--- src/rtl/float_add_pkg.sv ---
// Shared types and constants for the single-precision add controller.
package float_add_pkg;

    localparam int EXP_W   = 8;
    localparam int FRAC_W  = 23;
    localparam int BIAS    = 127;
    localparam int EXP_MAX = 255;

    localparam logic [31:0] QNAN = 32'h7FC0_0000;

    typedef enum logic [2:0] {
        IDLE,
        ALIGN,
        ADD,
        NORM,
        DONE
    } state_t;

    typedef struct packed {
        logic              sign;
        logic [EXP_W-1:0]  exp;
        logic [FRAC_W-1:0] frac;
    } fp_fields_t;

    // Zero (denormal/zero) and all-ones (inf/NaN) exponents are outside the
    // normal-operand scope of this controller.
    function automatic logic is_special_exp(input logic [EXP_W-1:0] e);
        return (e == '0) || (e == '1);
    endfunction

endpackage

--- src/rtl/float_add_norm.sv ---
// Combinational normalize/pack stage for the fraction-add result.
// Optional macro FLOAT_ADD_ROUND_EN: round the dropped bit half-to-even
// when the sum carried out; otherwise the dropped bit is truncated.
module float_add_norm
    import float_add_pkg::*;
#(
    parameter int EXP_W  = 8,
    parameter int FRAC_W = 23
) (
    input  logic [FRAC_W+1:0]       sum_i,
    input  logic [EXP_W-1:0]        e_big_i,
    input  logic                    sign_i,
    output logic [EXP_W+FRAC_W:0]   result_o,
    output logic                    ovf_o
);

    logic [FRAC_W-1:0] mant;
    logic [EXP_W:0]    e;

`ifdef FLOAT_ADD_ROUND_EN
    logic [FRAC_W:0]   mant_rnd;
`else
    logic              unused_drop_bit;
    assign unused_drop_bit = sum_i[0];
`endif

    // Pick the mantissa window from the carry bit, then pack or saturate to infinity.
    always_comb begin
        mant     = '0;
        e        = '0;
        result_o = '0;
        ovf_o    = 1'b0;
`ifdef FLOAT_ADD_ROUND_EN
        mant_rnd = '0;
`endif
        if (sum_i[FRAC_W+1]) begin
            mant = sum_i[FRAC_W:1];
            e    = {1'b0, e_big_i} + (EXP_W+1)'(1);
`ifdef FLOAT_ADD_ROUND_EN
            // Only one bit is dropped, so a set dropped bit is always an exact
            // tie: round up only when that makes the mantissa even.
            if (sum_i[0] && mant[0]) begin
                mant_rnd = {1'b0, mant} + (FRAC_W+1)'(1);
                mant     = mant_rnd[FRAC_W-1:0];
                if (mant_rnd[FRAC_W]) begin
                    e = e + (EXP_W+1)'(1);
                end
            end
`endif
        end else begin
            mant = sum_i[FRAC_W-1:0];
            e    = {1'b0, e_big_i};
        end

        // Overflow is judged after any rounding carry.
        if (e >= (EXP_W+1)'(EXP_MAX)) begin
            ovf_o    = 1'b1;
            result_o = {sign_i, {EXP_W{1'b1}}, {FRAC_W{1'b0}}};
        end else begin
            result_o = {sign_i, e[EXP_W-1:0], mant};
        end
    end

endmodule

--- src/rtl/float_add_ctrl.sv ---
// Sequencing controller for the external fraction-add datapath.
// Accepts two same-sign normal singles, aligns them, captures the datapath
// sum, normalizes and returns the packed result. Optional macro
// FLOAT_ADD_ROUND_EN enables half-to-even rounding in the normalize stage.
module float_add_ctrl
    import float_add_pkg::*;
#(
    parameter int EXP_W  = 8,
    parameter int FRAC_W = 23
) (
    input  logic                    clk,
    input  logic                    rst_n,
    input  logic                    in_valid,
    output logic                    in_ready,
    input  logic [EXP_W+FRAC_W:0]   op_a,
    input  logic [EXP_W+FRAC_W:0]   op_b,
    output logic                    out_valid,
    input  logic                    out_ready,
    output logic [EXP_W+FRAC_W:0]   result,
    output logic                    ovf,
    output logic                    unsup,
    output logic [FRAC_W-1:0]       dp_a,
    output logic [FRAC_W-1:0]       dp_b,
    output logic [EXP_W-1:0]        dp_shift,
    output logic                    dp_sel_a,
    output logic                    dp_sel_b,
    input  logic [FRAC_W+1:0]       dp_sum
);

    state_t                  state_q;
    logic [EXP_W+FRAC_W:0]   op_a_q;
    logic [EXP_W+FRAC_W:0]   op_b_q;
    logic [FRAC_W+1:0]       sum_q;
    logic [EXP_W-1:0]        e_big_q;
    logic                    sign_q;

    fp_fields_t              fa;
    fp_fields_t              fb;
    logic                    unsup_d;
    logic                    a_ge_b;
    logic [EXP_W+FRAC_W:0]   norm_result;
    logic                    norm_ovf;

    assign fa      = op_a_q;
    assign fb      = op_b_q;
    assign unsup_d = is_special_exp(fa.exp) || is_special_exp(fb.exp) || (fa.sign != fb.sign);
    assign a_ge_b  = (fa.exp >= fb.exp);

    float_add_norm #(
        .EXP_W  (EXP_W),
        .FRAC_W (FRAC_W)
    ) u_norm (
        .sum_i    (sum_q),
        .e_big_i  (e_big_q),
        .sign_i   (sign_q),
        .result_o (norm_result),
        .ovf_o    (norm_ovf)
    );

    // Controller FSM; every output is a register updated here.
    always_ff @(posedge clk or negedge rst_n) begin
        if (!rst_n) begin
            state_q   <= IDLE;
            in_ready  <= 1'b1;
            out_valid <= 1'b0;
            result    <= '0;
            ovf       <= 1'b0;
            unsup     <= 1'b0;
            dp_a      <= '0;
            dp_b      <= '0;
            dp_shift  <= '0;
            dp_sel_a  <= 1'b0;
            dp_sel_b  <= 1'b0;
            op_a_q    <= '0;
            op_b_q    <= '0;
            sum_q     <= '0;
            e_big_q   <= '0;
            sign_q    <= 1'b0;
        end else begin
            case (state_q)
                IDLE: begin
                    if (in_valid && in_ready) begin
                        op_a_q   <= op_a;
                        op_b_q   <= op_b;
                        in_ready <= 1'b0;
                        state_q  <= ALIGN;
                    end
                end
                ALIGN: begin
                    dp_a   <= fa.frac;
                    dp_b   <= fb.frac;
                    sign_q <= fa.sign;
                    if (unsup_d) begin
                        unsup     <= 1'b1;
                        result    <= QNAN;
                        out_valid <= 1'b1;
                        state_q   <= DONE;
                    end else begin
                        // Larger exponent goes unshifted; the smaller is shifted right.
                        if (a_ge_b) begin
                            dp_sel_a <= 1'b0;
                            dp_sel_b <= 1'b1;
                            dp_shift <= fa.exp - fb.exp;
                            e_big_q  <= fa.exp;
                        end else begin
                            dp_sel_a <= 1'b1;
                            dp_sel_b <= 1'b0;
                            dp_shift <= fb.exp - fa.exp;
                            e_big_q  <= fb.exp;
                        end
                        state_q <= ADD;
                    end
                end
                ADD: begin
                    sum_q   <= dp_sum;
                    state_q <= NORM;
                end
                NORM: begin
                    result    <= norm_result;
                    ovf       <= norm_ovf;
                    out_valid <= 1'b1;
                    state_q   <= DONE;
                end
                DONE: begin
                    if (out_ready) begin
                        out_valid <= 1'b0;
                        ovf       <= 1'b0;
                        unsup     <= 1'b0;
                        in_ready  <= 1'b1;
                        state_q   <= IDLE;
                    end
                end
                default: begin
                    in_ready  <= 1'b1;
                    out_valid <= 1'b0;
                    state_q   <= IDLE;
                end
            endcase
        end
    end

endmodule

--- config.mk ---
export PLATFORM = sky130hd
export DESIGN_NAME = float_add_ctrl
export DESIGN_NICKNAME = d
export VERILOG_FILES = /design/src/rtl/float_add_pkg.sv /design/src/rtl/float_add_norm.sv /design/src/rtl/float_add_ctrl.sv
export SDC_FILE = /design/constraint.sdc
export NUM_CORES = 1
export LEC_CHECK = 0
export BUFFER_PORTS_ARGS = -buffer_cell sky130_fd_sc_hd__buf_2
export CAP_MARGIN = 20
export CORE_ASPECT_RATIO = 1.25
export CORE_MARGIN = 2
export CORE_UTILIZATION = 59
export CTS_BUF_LIST = sky130_fd_sc_hd__clkbuf_16
export DETAILED_ROUTE_END_ITERATION = 6
export GPL_TIMING_DRIVEN = 1
export PLACE_DENSITY = 0.82
export SLEW_MARGIN = 10
export SYNTH_ARGS = -nofsm -noshare
export SYNTH_HDL_FRONTEND = slang
export SYNTH_HIERARCHICAL = 1
export SYNTH_SLANG_ARGS = --single-unit
--- constraint.sdc ---
create_clock -name clk -period 4.05 [get_ports clk]
set_clock_uncertainty 0.1 [all_clocks]
set_input_delay 0.6075 -clock clk [delete_from_list [all_inputs] [get_ports clk]]
set_output_delay 0.6075 -clock clk [all_outputs]
set_load 0.01 [all_outputs]
Yosys cells after proc, flatten, opt, wreduce, memory -nomap -nowiden --
Index checks and enable logic that the tools add are counted.
Word-level totals: bits of input ports 93, word-level logic and storage cells 77, bits in registers 193
Operators by class: mux-type cells 22, $lt $le $gt $ge 2, $add $sub $neg 3, bitwise logic cells 3, reduce and logical (&&, ||, !) cells 21, eq/ne operators 10
Operators with widths (count):
- case mux 32 bit (2 select lines) | 1
- two-way mux 32 bit | 1
- two-way mux 31 bit | 1
- two-way mux 23 bit | 1
- equality test 8 bit (second input constant) | 2
- logical NOT 8 bit | 2
- two-way mux 8 bit | 2
- subtractor 8 bit | 2
- case mux 3 bit (5 select lines) | 1
- AND reduction 2 bit | 5
- adder 8 x 1 -> 9 bit (second input constant) | 1
- >= comparator 9 x 8 -> 1 bit (second input constant) | 1
- two-way mux 3 bit | 3
- two-way mux 9 bit | 1
- AND reduction 3 bit | 3
- >= comparator 8 bit | 1
- two-way mux 1 bit | 7
- equality test 3 x 2 -> 1 bit (second input constant) | 2
- inequality test 2 bit (second input constant) | 3
- nonzero test 2 bit | 3
- logical OR 1 bit | 4
- case mux 1 bit (2 select lines) | 2
- case mux 1 bit (4 select lines) | 1
- equality test 3 x 1 -> 1 bit (second input constant) | 1
- 8 further kinds | 10

Logic depth before layout (Yosys ltp) --
Gate-level depths: netlist (run 1).
depth in word-level cells 6, mapped depth 12

Modules after synthesis --
The synthesis (run 1) kept the hierarchy.
Modules (own cells, without submodules):
- float_add_ctrl | instances 1, sequential area each 4830.9 um2, cells each 603, area an instance 8001.4 um2
- float_add_norm | instances 1, sequential area each 0.0 um2, cells each 106, area an instance 708.2 um2

Worst setup path before layout (run 1) --
No wires, ideal clock.
path kind flip-flop to flip-flop, start reg op_a_q[23] (netlist: fa[23]), end reg dp_shift[7], data required time 3815 ps, buffers on the path 2, stages on the path, launching flop included 12, arrival time 2211 ps, slack 1604 ps, setup time 135 ps, cell sequence dfrtp_1 -> inv_1 -> ha_1 -> fa_1 -> o21ai_2 -> o21bai_2 -> and2_4 -> buf_6 -> buf_12 -> o221ai_2 -> mux2i_1 -> o311ai_1
On the way: cells in the longest elaborated chain, start to end 6
RTL lines:
- start, declared | RTL line float_add_ctrl.sv:31 | logic [EXP_W+FRAC_W:0] op_a_q;
- start signal, assigned | RTL line float_add_ctrl.sv:83 | op_a_q <= op_a;
- branches (longest 6 deep; another with subtractor 8 bit)
- end signal, assigned | RTL line float_add_ctrl.sv:103 | dp_shift <= fa.exp - fb.exp;
- end signal, assigned | RTL line float_add_ctrl.sv:108 | dp_shift <= fb.exp - fa.exp;
- end, declared | RTL line float_add_ctrl.sv:24 | output logic [EXP_W-1:0] dp_shift,
Several ways; the timed one is not identified. A chain may end at the register's enable or synchronous reset.

Worst setup path after layout (run 1) --
start reg e_big_q[0], end reg ovf
On the way: cells in the longest elaborated chain, start to end 5
RTL lines:
- start, declared | RTL line float_add_ctrl.sv:34 | logic [EXP_W-1:0] e_big_q;
- start signal, assigned | RTL line float_add_ctrl.sv:104 | e_big_q <= fa.exp;
- start signal, assigned | RTL line float_add_ctrl.sv:109 | e_big_q <= fb.exp;
- adder 8 x 1 -> 9 bit | RTL line float_add_norm.sv:38 | e = {1'b0, e_big_i} + (EXP_W+1)'(1);
- two-way mux 9 bit * | RTL line float_add_norm.sv:36 | if (sum_i[FRAC_W+1]) begin
- >= comparator 9 x 8 -> 1 bit * | RTL line float_add_norm.sv:56 | if (e >= (EXP_W+1)'(EXP_MAX)) begin
- two-way mux 1 bit * | RTL line float_add_norm.sv:56
- via norm_ovf | RTL line float_add_ctrl.sv:42 | logic norm_ovf;
- case mux 1 bit (2 select lines) * | RTL line float_add_ctrl.sv:80 | case (state_q)
- end signal, assigned | RTL line float_add_ctrl.sv:120 | ovf <= norm_ovf;
- end, declared | RTL line float_add_ctrl.sv:20 | output logic ovf,
Mark *: on every way through the listed nets, which the timed path passes. The rest lies on a longest branch.

==> metrics.md, run 1 <==
| Metric | Value |
|---|---|
| Die Span Y | 140 µm |
| Cell area power density | 881 mW/mm² |
| Hold_buf cts | 0 |
| Critical Path Source Type | register |
| Remaining antenna violation count after routing | 0 |
| Number of core rows | 49 |
| Total negative slack | 0 ns |
| Worst Hold Class | in2async |
| Clock sink count | 193 |
| EDFF count, synth | 0 |
| Drt pass-1 iters | 5 |
| Final setup fails | 0 |
| CTS tree | built |
| Synthesized area | 0.00871 mm² |
| Crit path arrival time | 3.23 ns |
| Commonest non-fill, non-tap cell in the layout | dfrtp_1 |
| Worst slew pin tran | 0.926 ns |
| Clk Latency, worst-skew pair | 0.43 ns |
| Largest net degree at the start of global routing | 105 |
| Starting Density | 60.5% |
| Max Fanout on Critical Path | 24 |
| Period utilisation layout | 73.9% |
| Gr ovfl total | 0 |
| Final non-filler cell total | 1073 |
| Crit path time final | 2.99 ns |
| Register area share after synthesis | 55.5% |
| Core Area | 0.0144 mm² |
| Slew Limit Fails | 0 |
| Post-cts resize count | 0 |
| Setup CP Type | reg2reg |
| Vias per Instance | 5.65 |
| IO Count | 185 |
| Share of post-route cells with drive strength above 1 | 40.4% |
| DR DRC count | 0 |
| GPL Wtd Cong | 0.875 |
| Fin. Hold Viols | 0 |
| Worst vdd ir | 0.578 mV |
| Area growth, synth to finish | 18.3% |
| Slowest stage cell on the critical path | and4_1 |
| Die X | 113 µm |
| Distinct cells, synth | 58 |
| Die area | 0.0158 mm² |
| Max Cap Viol | 0 |
| Worst path required time | 4.28 ns |
| Max-slew headroom | 38.3% |
| Crit path capture type | register |
| CTS max path bufs | 2 |
| Fillers | 1034 |
| Cells after synthesis | 709 |
| Worst-path cell chain | ha_1 -> nand3_2 -> or4_1 -> nand3_1 -> and4_1 -> or2_2 -> nor2_1 -> a211oi_1 |
| Reg2reg start | e_big_q[0] |
| Detailed Place HPWL | 12.9 mm |
| R2R setup slack | 1.06 ns |
| Initial DRC count | 338 |
| Synthesized Nets | 820 |
| Fmax achieved | 334 MHz |
| Outcome | completed |
| CTS buffer count | 17 |
| Total number of vias | 6058 |
| PortBufs | 184 |
| Synth async-reset ratio | 100% |
| WL/cell | 17.2 µm |
| GRT Util Overall | 24.8% |
| Final Core Density | 71.5% |
| Final wirelength | 18.5 mm |
| Leak | 0.00492 µW |
| Clk slew on worst S/H paths | 0.07 ns |
| Synth Flop Type | dfrtp_1 |
| Worst hold slack | 0.115 ns |
| Post-synth top area cell | dfrtp_1 |
| Synth Area per Inst | 12.3 µm² |
| Post-CTS Setup Inserts | 0 |
| RSZ-0062 raised after global routing | false |
| Critical R2R Capture | ovf |
| Number of synthesized register bits | 193 |
| Initial antenna violation count | 2 |
| Top post-synthesis cells by area | dfrtp_1, mux2_2, mux2i_1, nand2_1, a22o_1 |
| Vias in the first global route | 6301 |
| R2R depth | 8 |
| Crit path largest cell delay | 0.81 ns |
| Synth warn | 6 |
| Placed cells | 1037 |
| Commonest non-fill, non-tap cells in the layout | dfrtp_1, buf_2, mux2_2, nand2_1, o21ai_0 |
| Post-synth top area share | 55.2% |
| H-tree depth | 4 |
| Clk root buf | clkbuf_16 |
| First-pass GRT wire length | 31.1 mm |
| Nets | 990 |
## stage by stage
step,instance area [µm²],setup slack (ns),power (µW)
final,10300,1.06,9070
after global routing,10300,0.919,9740
after CTS,10300,1.09,9120
after detailed placement,9720,1.11,7520
after global placement,9720,1.21,7380
after floorplan,8710,1.60,6410
## worst max-delay path, delay by kind of cell (launching register included)
| family | cells | cell delay [ns] |
|---|---|---|
| fa+ha+maj | 1 | 0.30 |
| simple gates | 6 | 1.84 |
| compound gates | 1 | 0.19 |
| flops | 1 | 0.46 |
## sequential cells by signal, indices dropped and copies added (netlist names)
register   cells
state_q        3
dp_b          23
result        32
dp_sel_a       1
unsup          1
dp_sel_b       1
fa            32
fb            32
dp_shift       8
sign_q         1
dp_a          23
in_ready       1
out_valid      1
e_big_q        8
sum_q         25
ovf            1
## cells in the mapped netlist, types with 5 or more instances
cell / count
dfrtp_1: 192
mux2_2: 122
nand2_1: 56
o21ai_0: 39
inv_1: 31
mux2i_1: 29
nor3_1: 28
a22o_1: 23
a21oi_1: 20
nor2_1: 18
buf_2: 17
ha_1: 16
clkbuf_1: 15
o22a_1: 9
nand3_1: 7
nand4_1: 6
o21ai_1: 5
xnor2_1: 5
## worst max-delay path by stage
stage          startpoint     endpoint  slack [ns]  depth (start not counted)
3_5_place_dp   e_big_q[0]          ovf        1.11                          8
6_report       e_big_q[0]          ovf        1.06                          8
4_1_cts        e_big_q[0]          ovf        1.09                          8
2_1_floorplan      fa[23]  dp_shift[7]        1.60                         11
3_3_place_gp   e_big_q[0]          ovf        1.21                          8
5_1_grt        e_big_q[0]          ovf        0.92                          8
## report_power, final
part | internal (µW) | total (µW) | switching [µW] | leakage [µW]
Clock | 806 | 1570 | 768 | 0.000274
Sequential | 2880 | 3560 | 681 | 0.00235
Combinational | 1960 | 3940 | 1980 | 0.00230
## final cells by class
class	instances	area [µm²]	area share [%]
Sequential cell	193	4830	46.9
Multi-Input combinational cell	445	3560	34.6
Timing Repair Buffer	191	1000	9.73
Clock buffer	17	425	4.13
Tap cell	178	223	2.16
Clock inverter	15	131	1.28
Inverter	31	116	1.13
Antenna cell	3	7.51	0.0729
## per-layer routing
metal  up-vias  routed length [µm]  track usage [%]
li1       2874                   -                -
met5         -                   0                0
met3        26                1280             7.88
met4         0                 320             7.38
met1      2964                7880             32.7
met2       194                8980             39.6
## cell families after synthesis
kind of cell | Yosys count | synth area share [%]
AO/OA/AOI/OAI | 122 | 9.63
adder cells (fa/ha/maj) | 18 | 2.76
AND/OR/NAND/NOR | 145 | 8.17
flip-flops | 193 | 55.5
multiplexers | 152 | 19.3
buffers and inverters | 71 | 3.89
XOR/XNOR | 8 | 0.805
Note: power is estimated with default switching activity, not from simulation.
==> run 2, diff against run 1 <==
--- a/config.mk
+++ b/config.mk
@@ -9,11 +9,11 @@
 export CAP_MARGIN = 20
 export CORE_ASPECT_RATIO = 1.25
 export CORE_MARGIN = 2
-export CORE_UTILIZATION = 59
+export CORE_UTILIZATION = 55
 export CTS_BUF_LIST = sky130_fd_sc_hd__clkbuf_16
 export DETAILED_ROUTE_END_ITERATION = 6
 export GPL_TIMING_DRIVEN = 1
-export PLACE_DENSITY = 0.82
+export PLACE_DENSITY = 0.77
 export SLEW_MARGIN = 10
 export SYNTH_ARGS = -nofsm -noshare
 export SYNTH_HDL_FRONTEND = slang
==> constraint.sdc (replaced) <==
create_clock -name clk -period 2.9 [get_ports clk]
set_clock_uncertainty 0.1 [all_clocks]
set_input_delay 0.435 -clock clk [delete_from_list [all_inputs] [get_ports clk]]
set_output_delay 0.435 -clock clk [all_outputs]
set_load 0.01 [all_outputs]
==> metrics.md, run 2 (synthesized netlist as in run 1, its figures left out) <==
| Metric | Value |
|---|---|
| Outcome | completed |
| Starting Density | 55.9% |
| Commonest non-fill, non-tap cells in the layout | dfrtp_1, buf_2, mux2_2, nand2_1, o21ai_0 |
| Die area | 0.0169 mm² |
| Initial antenna violation count | 3 |
| Max Fanout on Critical Path | 23 |
| DR WL met3 | 1.27 mm |
| Pint | 7970 µW |
| Final setup margin | 0.280 ns |
| RSZ-0062 raised after global routing | false |
| Comb power frac | 43.6% |
| Crit path time final | 2.62 ns |
| Clk slew on worst S/H paths | 0.07 ns |
| Worst vdd ir | 0.600 mV |
| Initial DRC count | 251 |
| Highest Signal Layer | met5 |
| Remaining antenna violation count after routing | 0 |
| Routed met2 length | 9.28 mm |
| Final wirelength | 18.8 mm |
| Final Core Density | 66.9% |
| Vias per Instance | 5.51 |
| H-tree depth | 4 |
| Clock sink count | 193 |
| Crit path arrival time | 2.82 ns |
| Post-CTS Setup Inserts | 0 |
| Critical Path Source Type | register |
| Multi-input logic area | 0.00356 mm² |
| Fmax achieved | 382 MHz |
| Share of post-route cells with drive strength above 1 | 40.5% |
| Number of core rows | 51 |
| Cell area power density | 1220 mW/mm² |
| Total negative slack | 0 ns |
| Crit path largest cell delay | 0.39 ns |
| Met1 WL | 7.73 mm |
| Die X | 117 µm |
| IO Count | 185 |
| Largest net degree at the start of global routing | 80 |
| Power, Total | 12700 µW |
| WL/cell | 16.9 µm |
| CTS tree | built |
| CTS max path bufs | 2 |
| GPL Wtd Cong | 0.879 |
| Area growth, synth to finish | 19.6% |
| Max Cap Viol | 0 |
| Setup CP Type | reg2reg |
| Slowest stage cell on the critical path | dfrtp_1 |
| Leak | 0.00495 µW |
| Crit-path leading delay family | compound AO/OA/AOI/OAI gates |
| Fin. Hold Viols | 0 |
| Fillers | 1211 |
| Detailed Place HPWL | 13.2 mm |
| Register area | 0.00483 mm² |
| GRT Util Overall | 23.3% |
| Commonest non-fill, non-tap cell in the layout | dfrtp_1 |
| Clk root buf | clkbuf_16 |
| Slew Limit Fails | 0 |
| Worst Hold Class | in2reg |
| Core Area | 0.0156 mm² |
| PortBufs | 184 |
| Sw power | 4760 µW |
| Crit path capture type | register |
| Clk Latency, worst-skew pair | 0.42 ns |
| Clock Power Share | 17.5% |
| Vias in the first global route | 6264 |
| Max-slew headroom | 57.9% |
| Worst path required time | 3.10 ns |
| Drt pass-1 iters | 5 |
| Total number of vias | 6127 |
| CTS buffer count | 17 |
| Nets | 996 |
| Net Sw Frac | 37.4% |
| Register share of total power | 38.9% |
| Worst-path cell chain | inv_1 -> ha_1 -> a21oi_1 -> o21ai_2 -> o21bai_2 -> and2_4 -> mux2i_1 -> xor2_1 -> o21ai_0 |
| DR DRC count | 0 |
| Die Span Y | 145 µm |
| Worst slew pin tran | 0.629 ns |
| Gr ovfl total | 0 |
| First-pass GRT wire length | 30.5 mm |
| Dpl ws | 0.334 ns |
| Worst Path Buf+Inv | 1 |
| Period utilisation layout | 90.3% |
| Final setup fails | 0 |
-- run 2: cell types whose count changed in the layout (fill, tap and decap cells not counted), sizes merged --
cell	before	now
inv	37	36
dlygate4sd3	0	1
diode	3	2
buf	190	195
bufinv	0	1
-- run 2: worst paths after layout --
path | cells past startpoint | from | slack, ns | to
worst max-delay path | 9 | fa[26] | 0.28 | dp_shift[5]
worst min-delay path | 3 | op_a[25] | 0.12 | fa[25]
worst max register to register | 9 | fa[26] | 0.28 | dp_shift[5]
worst min register to register | 2 | dp_shift[0] | 0.38 | dp_shift[0]
max in group asynchronous | 3 | rst_n | 1.46 | dp_a[22]
min in group asynchronous | 2 | rst_n | 0.48 | dp_shift[2]
-- run 2: layout make-up --
type	count	share of cell area (%)
clock inverters	15	1.26
multi-input cells	445	34.2
diodes	2	0.0480
repair buffers	197	10.4
clock buffers	17	4.08
inverters	31	1.12
well taps	212	2.55
flip-flops and latches	193	46.4
-- run 2: worst min-delay path, stage by stage --
cell	delay, ns
buf_2	0.08
nand2_1	0.04
o21ai_0	0.06
-- run 2: power by group through the flow --
| stage | Clock (µW) | Combinational (µW) | Sequential (µW) |
|---|---|---|---|
| floorplan | 0 | 3930 | 5020 |
| global placement | 0 | 5420 | 4930 |
| detailed placement | 0 | 5550 | 4990 |
| CTS | 2280 | 5580 | 4960 |
| global route | 2390 | 6130 | 5150 |
| finish | 2230 | 5550 | 4950 |
-- run 2: what timing repair did --
item	in CTS	in global routing
endpoints found under the hold margin	64	0
gates resized for setup	0	0
hold buffers	1	0
setup endpoints to repair	0	0
-- run 2: per-layer routing --
metal  global-route usage [%]  vias to the layer above
met1                     28.6                     3021
met3                     7.66                       33
met5                        0                        -
met4                     9.04                        2
met2                     38.2                      190
li1                         -                     2881
-- run 2: through the flow --
step / hold WS (ns) / std cells / area (µm²)
2_1_floorplan: 0.0394 / 709 / 8710
3_3_place_gp: 0.357 / 1077 / 9850
3_5_place_dp: 0.366 / 1077 / 9850
4_1_cts: 0.108 / 1110 / 10400
5_1_grt: 0.121 / 1111 / 10400
6_report: 0.120 / 1112 / 10400
